===== config.mk =====
export PLATFORM = sky130hd
export DESIGN_NAME = counter_down_100
export DESIGN_NICKNAME = d
export VERILOG_FILES = /design/src/rtl/counter_pkg.sv /design/src/rtl/counter_down_100.sv
export SDC_FILE = /design/constraint.sdc
export NUM_CORES = 1
export LEC_CHECK = 0
export ABC_CLOCK_PERIOD_IN_PS = 2800
export CAP_MARGIN = 5
export CORE_ASPECT_RATIO = 1.25
export CORE_MARGIN = 5
export CORE_UTILIZATION = 51
export CTS_CLUSTER_DIAMETER = 60
export CTS_CLUSTER_SIZE = 8
export DETAILED_ROUTE_END_ITERATION = 10
export GPL_ROUTABILITY_DRIVEN = 0
export MAX_ROUTING_LAYER = met4
export PLACE_DENSITY_LB_ADDON = 0.12
export SLEW_MARGIN = 5
export SYNTH_ARGS = -nofsm -noshare
export SYNTH_HDL_FRONTEND = slang
export SYNTH_SLANG_ARGS = --single-unit

===== constraint.sdc =====
create_clock -name clk -period 2.8 [get_ports clk]
set_input_delay 0.42 -clock clk [delete_from_list [all_inputs] [get_ports clk]]
set_output_delay 0.42 -clock clk [all_outputs]
set_load 0.02 [all_outputs]

===== src/rtl/counter_pkg.sv =====
// Shared definitions for the counter library (counter_100, counter_down_100).
// Keeps the FSM state encoding and the default count range in one place so
// the up- and down-counters stay consistent.
package counter_pkg;

   localparam int CNT_WIDTH_DEF = 7;
   localparam int CNT_MAX_DEF   = 99;

   typedef enum logic [1:0] {
      ST_IDLE  = 2'b00,
      ST_RUN   = 2'b01,
      ST_PAUSE = 2'b10
   } state_e;

endpackage : counter_pkg


===== src/rtl/counter_down_100.sv =====
// Loadable down-counter / timer. A start loads a clamped value, the count then
// decrements once per clock to zero and flags terminal count on o_done. With
// auto-reload enabled the terminal cycle reloads the last start value, which
// turns the block into a periodic tick generator with a period of L+1 cycles.
module counter_down_100
   import counter_pkg::*;
#(
   parameter int CNT_WIDTH = CNT_WIDTH_DEF,
   parameter int CNT_MAX   = CNT_MAX_DEF
) (
   input  logic                 clk,
   input  logic                 reset_n,
   input  logic                 i_start,
   input  logic                 i_stop,
   input  logic                 i_pause,
   input  logic                 i_reload_en,
   input  logic [CNT_WIDTH-1:0] i_load_val,
   output logic [CNT_WIDTH-1:0] o_cnt,
   output logic                 o_busy,
   output logic                 o_paused,
   output logic                 o_done
);

   localparam logic [CNT_WIDTH-1:0] MAX_VAL = CNT_WIDTH'(CNT_MAX);
   localparam logic [CNT_WIDTH-1:0] ONE     = CNT_WIDTH'(1);

   state_e               state_q, state_d;
   logic [CNT_WIDTH-1:0] cnt_q, cnt_d;
   logic [CNT_WIDTH-1:0] reload_q, reload_d;
   logic                 busy_q, busy_d;
   logic                 paused_q, paused_d;
   logic                 done_q, done_d;
   logic [CNT_WIDTH-1:0] load_clamped;

   // Out-of-range start values saturate at the top of the legal range, so the
   // count can never exceed CNT_MAX no matter what the load bus carries.
   always_comb begin
      load_clamped = (i_load_val > MAX_VAL) ? MAX_VAL : i_load_val;
   end

   // Next-state decision. Priority on a single edge is stop, then start, then
   // the terminal-count action, then pause, then a plain decrement. Pause is
   // deliberately not checked on the terminal cycle so a period cannot be
   // stretched into a second o_done. The status flags are computed from the
   // next state so that they can be registered alongside it.
   always_comb begin
      state_d  = state_q;
      cnt_d    = cnt_q;
      reload_d = reload_q;

      if (i_stop) begin
         state_d = ST_IDLE;
         cnt_d   = '0;
      end else if (i_start) begin
         state_d  = ST_RUN;
         cnt_d    = load_clamped;
         reload_d = load_clamped;
      end else begin
         case (state_q)
            ST_IDLE: begin
               cnt_d = '0;
            end
            ST_RUN: begin
               if (cnt_q == '0) begin
                  if (i_reload_en) begin
                     cnt_d = reload_q;
                  end else begin
                     state_d = ST_IDLE;
                     cnt_d   = '0;
                  end
               end else if (i_pause) begin
                  state_d = ST_PAUSE;
               end else begin
                  cnt_d = cnt_q - ONE;
               end
            end
            ST_PAUSE: begin
               if (!i_pause) begin
                  state_d = ST_RUN;
               end
            end
            default: begin
               state_d = ST_IDLE;
               cnt_d   = '0;
            end
         endcase
      end

      busy_d   = (state_d != ST_IDLE);
      paused_d = (state_d == ST_PAUSE);
      done_d   = (state_d == ST_RUN) && (cnt_d == '0);
   end

   // State, count, reload value and status flags all live in flops; the
   // asynchronous reset clears everything so a mid-count reset never reports
   // a terminal count.
   always_ff @(posedge clk or negedge reset_n) begin
      if (!reset_n) begin
         state_q  <= ST_IDLE;
         cnt_q    <= '0;
         reload_q <= '0;
         busy_q   <= 1'b0;
         paused_q <= 1'b0;
         done_q   <= 1'b0;
      end else begin
         state_q  <= state_d;
         cnt_q    <= cnt_d;
         reload_q <= reload_d;
         busy_q   <= busy_d;
         paused_q <= paused_d;
         done_q   <= done_d;
      end
   end

   // Outputs come straight from the flops.
   always_comb begin
      o_cnt    = cnt_q;
      o_busy   = busy_q;
      o_paused = paused_q;
      o_done   = done_q;
   end

endmodule : counter_down_100


### Word-level counts from Yosys, hierarchy flattened

Cells that the tools add are included.

* register bits: 19
* output and inout bits: 10

* bitwise logic cells: 1
* equal/unequal tests: 4
* add/subtract/negate cells: 1
* reduce and logical (&&, ||, !) cells: 6
* mux-type cells: 14
* magnitude comparators: 1

Operator list (number)
* 7-bit 2-to-1 mux: 6
* 7-bit logical NOT: 2
* 7-bit one-hot mux with 2 select lines: 1
* 2-bit 2-to-1 mux: 6
* 7-bit greater-than comparator, second input constant: 1
* 7-bit by 1-bit subtractor with 7-bit output, second input constant: 1
* 2-bit one-hot mux with 3 select lines: 1
* 2-bit by 1-bit equality test with 1-bit output, second input constant: 2
* 2-bit equality test, second input constant: 2
* 2-bit logical NOT: 1
* 2-bit AND reduction: 1
* 2-bit nonzero test: 1
* 1-bit logical AND: 1
* 1-bit inverter: 1

### Logic depth before layout (Yosys ltp)

Gate-level depths: netlist of the first run.

* depth after elaboration: 8
* gate-level depth with buffers: 9
* gate-level depth less buffers: 9

### Worst setup path after synthesis of the first run

OpenSTA, ideal clock, no wires.

* path kind: reg-to-reg
* start: register state_q[0]
* end: register done_q, in the netlist o_done
* path buffers: 1
* cell stages (with the launch flop): 10
* period minus slack after synthesis: 2.226 ns
* setup slack: 0.574 ns
* data arrival time: 2.130 ns
* path through: dfrtp_1 -> inv_1 -> ha_1 -> nor3b_1 -> and2_1 -> buf_2 -> a31oi_1 -> o31ai_1 -> or4_4 -> nor4_2

* elaborated cells between the ends (all ways): 16
* classes of those cells: eq/ne: 3; mux: 10; reduce/logical: 3

RTL lines
* start, declared: RTL line counter_down_100.sv:27 `state_e state_q, state_d;`
* start signal, assigned: RTL line counter_down_100.sv:106 `state_q <= state_d;`
* 2-bit equality test / 2-bit by 1-bit equality test with 1-bit output (equally long branches): RTL line counter_down_100.sv:59 `case (state_q)`
* 7-bit one-hot mux with 2 select lines (*): RTL line counter_down_100.sv:59
* 7-bit 2-to-1 mux (*): RTL line counter_down_100.sv:54 `end else if (i_start) begin`
* 7-bit 2-to-1 mux (*): RTL line counter_down_100.sv:51 `if (i_stop) begin`
* named net cnt_d[6]: RTL line counter_down_100.sv:28 `logic [CNT_WIDTH-1:0] cnt_q, cnt_d;`
* 7-bit logical NOT (*): RTL line counter_down_100.sv:91 `done_d = (state_d == ST_RUN) && (cnt_d == '0);`
* 1-bit logical AND (*): RTL line counter_down_100.sv:91
* named net done_d: RTL line counter_down_100.sv:32 `logic done_q, done_d;`
* end signal, assigned: RTL line counter_down_100.sv:111 `done_q <= done_d;`
* end, declared: RTL line counter_down_100.sv:32

The timed path passes the listed nets; every way through them passes the cells marked *.
A chain may end at the register's enable or synchronous reset.

### Final worst setup path of the first run

Same ends and word-level chain as after synthesis.

==> results of run 1 <==
final cells by class:
cell class	count	area (um2)
Timing Repair Buffer	23	228
Clock buffer	4	26.3
Multi-Input combinational cell	109	702
Inverter	8	30.0
Fill cell	184	875
Tap cell	33	41.3
Sequential cell	19	475
report_power, final:
part,leakage (nW),internal [W],total (W),switching [W]
sequential,0.247,0.000297,0.000319,0.0000220
clock,0.0150,0.0000552,0.000128,0.0000728
combinational,0.404,0.0000802,0.000181,0.000101
cells by family after synthesis:
group,Yosys count,synth area share
flip-flops,19,0.386
AO/OA/AOI/OAI,33,0.187
AND/OR/NAND/NOR,69,0.315
buffers and inverters,13,0.0447
XOR/XNOR,1,0.00711
adder cells (fa/ha/maj),6,0.0609
worst min path at each step:
stage,start,end
2_1_floorplan,reset_n,o_busy$_DFF_PN0_
3_3_place_gp,reload_q[0]$_DFFE_PN0P_,reload_q[0]$_DFFE_PN0P_
3_5_place_dp,reload_q[5]$_DFFE_PN0P_,reload_q[5]$_DFFE_PN0P_
4_1_cts,reload_q[5]$_DFFE_PN0P_,reload_q[5]$_DFFE_PN0P_
5_1_grt,reload_q[5]$_DFFE_PN0P_,reload_q[5]$_DFFE_PN0P_
6_report,reload_q[5]$_DFFE_PN0P_,reload_q[5]$_DFFE_PN0P_
cells in the final DEF, fill, tap and decap left out, types with 2 or more instances in the layout:
cell and instances:
nand3_1 7, nor2b_1 4, a22o_1 3, a21oi_1 5, nand2_1 22, nor4b_1 2, nor3_1 3, o21ai_0 8
clkbuf_4 3, nand4b_1 2, nand2b_1 2, or3_1 4, and2_1 2, ha_1 6, inv_1 7, a31oi_1 4
clkdlybuf4s50_1 22, dfrtp_1 19, nor2_1 7, nand4_1 4
worst register-to-register path, stage by stage (launching register included):
cell and delay [ns]:
dfrtp_1 0.45, inv_1 0.09, ha_1 0.33, nor3b_1 0.19, and2_1 0.25, a31oi_1 0.20
o31ai_1 0.11, or4_4 0.49, nor4_2 0.21
stage by stage:
stage / setup WS (ns) / util
CTS: 0.383 / 0.632
global placement: 0.311 / 0.621
finish: 0.386 / 0.632
global route: 0.243 / 0.632
floorplan: 0.574 / -
detailed placement: 0.231 / 0.621
state kept, by name, indices dropped and copies added, names as in the netlist:
signal,cells
o_done,1
reload_q,7
o_paused,1
state_q,2
o_cnt,7
o_busy,1
routing by layer:
metal | vias up | GRT usage | wire, um | share of wire
li1 | 562 | - | - | -
met1 | 536 | 0.276 | 1360 | 0.44
met2 | 55 | 0.314 | 1510 | 0.49
met3 | 4 | 0.0161 | 169 | 0.055
met4 | 0 | 0.0748 | 38 | 0.012
met5 | - | - | 0 | 0
==> run_results.csv, run 1 <==
group,metric,value,unit
status,status,"finished clean",
setup_path,cpPeakStageDelay,0.49,ns
setup_path,rr_worst_depth,8,
floorplan,coreArea,0.00238,mm2
logic_synthesis,synthArstFlopShare,1.00,
clock_network,cts_hold_buf,0,
cells_and_area,fin_nets,183,
logic_synthesis,synth_edf_count,0,
setup_path,cp_cell_sequence,"inv_1 -> ha_1 -> nor3b_1 -> and2_1 -> a31oi_1 -> o31ai_1 -> or4_4 -> nor4_2",
hold_path,hold_class,"reg2reg",
floorplan,die_y,65.0,um
setup_path,crit_family,"simple AND/OR/NAND/NOR gates",
logic_synthesis,synthTopCellsByCount,"nand2_1 (22), dfrtp_1 (19), o21ai_0 (8)",
setup_path,crit_slowest_cell,"or4_4",
logic_synthesis,yosysTopAreaCell,"dfrtp_1",
setup_path,critPathBufInv,1,
cells_and_area,drive_gt1_frac,0.0798,
sta,setup_violations,0,
place,placed_cell_area,0.00148,mm2
global_route,grt_pass1_wl,5.12,mm
global_route,grt_max_degree,20,
sta,finClkSkew,0.00162,ns
sta,min_period,2.41,ns
logic_synthesis,synth_area_per_cell,8.74,um2
sta,slew-limit-headroom,0.442,
logic_synthesis,synth_ff_type,"dfrtp_1",
place,io_buffer_count,22,
global_route,antenna_found_initial,0,
setup_path,reg2reg_from,"state_q[0]$_DFF_PN0_",
clock_network,cts-buffers-inserted,3,
sta,report.final.hold_viol_count,0,
logic_synthesis,syn_area,0.00123,mm2
setup_path,end_kind,"register",
floorplan,ios,23,
global_route,grt_usage,0.203,
detailed_routing,drt_iter0_drc,51,
floorplan,rows,20,
logic_synthesis,ys_ff_latch,19,
sta,fin_setup_tns,0,ns
setup_path,crit_end,"o_done$_DFF_PN0_",
clock_network,cts.reportedPaths.clkPinSlew,0.10,ns
clock_network,cts_resized,0,
logic_synthesis,yosysSeqAreaShare,0.386,
hold_path,hold_depth,2,
clock_network,cts_root_buf,"clkbuf_4",
place,place_inst,192,
cells_and_area,finalNonFillerCells,196,
clock_network,cts_tree,"built",
floorplan,die_w,54.0,um
setup_path,cp_max_fo,6,
clock_network,cts_setup_buffers,0,
pwr,peakVddDrop,0.000346,V
detailed_routing,wl,3.08,mm
setup_path,startpoint,"state_q[0]$_DFF_PN0_",
logic_synthesis,synth_most_common_cell,"nand2_1",
pwr,p_leak,0.666,nW
pwr,p_per_area,418,mW/mm2
setup_path,r2r_end,"o_done$_DFF_PN0_",
place,place_hpwl,2.42,mm
detailed_routing,antenna_left,0,
logic_synthesis,synth.distinct_cells,46,
detailed_routing,dr.pass1.iters,4,
floorplan,die_area,0.00351,mm2
clock_network,cts.htree.levels,1,
logic_synthesis,synthCells,141,
logic_synthesis,yosysWarnings,0,
detailed_routing,drc,0,
detailed_routing,wl_per_cell,15.7,um
setup_path,startpoint_type,"register",
setup_path,crit_cells,8,
sta,slew_viol_final,0,
pwr,power,0.000628,W
cells_and_area,area_delta_synth_final,21.9,%
job,drv_cap,0,
global_route,grt_pass1_vias,1104,
detailed_routing,viasPerCell,5.90,
clock_network,cts.sinks,19,
sta,max_slew.worst_pin.slew,0.835,ns
setup_path,r2r_slack,0.39,ns
logic_synthesis,synth_top_cells_by_area,"dfrtp_1 (39%), nand2_1 (6.7%), ha_1 (6.1%), o21ai_0 (3.2%), nand3_1 (2.8%)",
cells_and_area,finish.instance_area,0.00150,mm2
setup_path,critPathKind,"reg2reg",
logic_synthesis,synth_top_area_frac,0.386,
sta,grt_setup_unrepaired,"no",
setup_path,arrival,2.61,ns
global_route,overflow,0,
clock_network,clock_latency,0.28,ns
detailed_routing,vias,1157,
setup_path,cp.required,2.99,ns
clock_network,cts_buffer_depth,2,
sta,post-route-period-util,0.862,
sta,fmax,414,MHz
logic_synthesis,synthesis.nets,160,
floorplan,start_util,0.518,
cells_and_area,num_antenna_cells,0,
sta,hold_ws,0.498,ns
Power figures use the tool's default switching activity.
==> inputs of run 2 (changes only) <==
- SKIP_CTS_REPAIR_TIMING: default -> 1
==> results of run 2 <==
The final DEF is identical to that of run 1; final timing and power are the same.
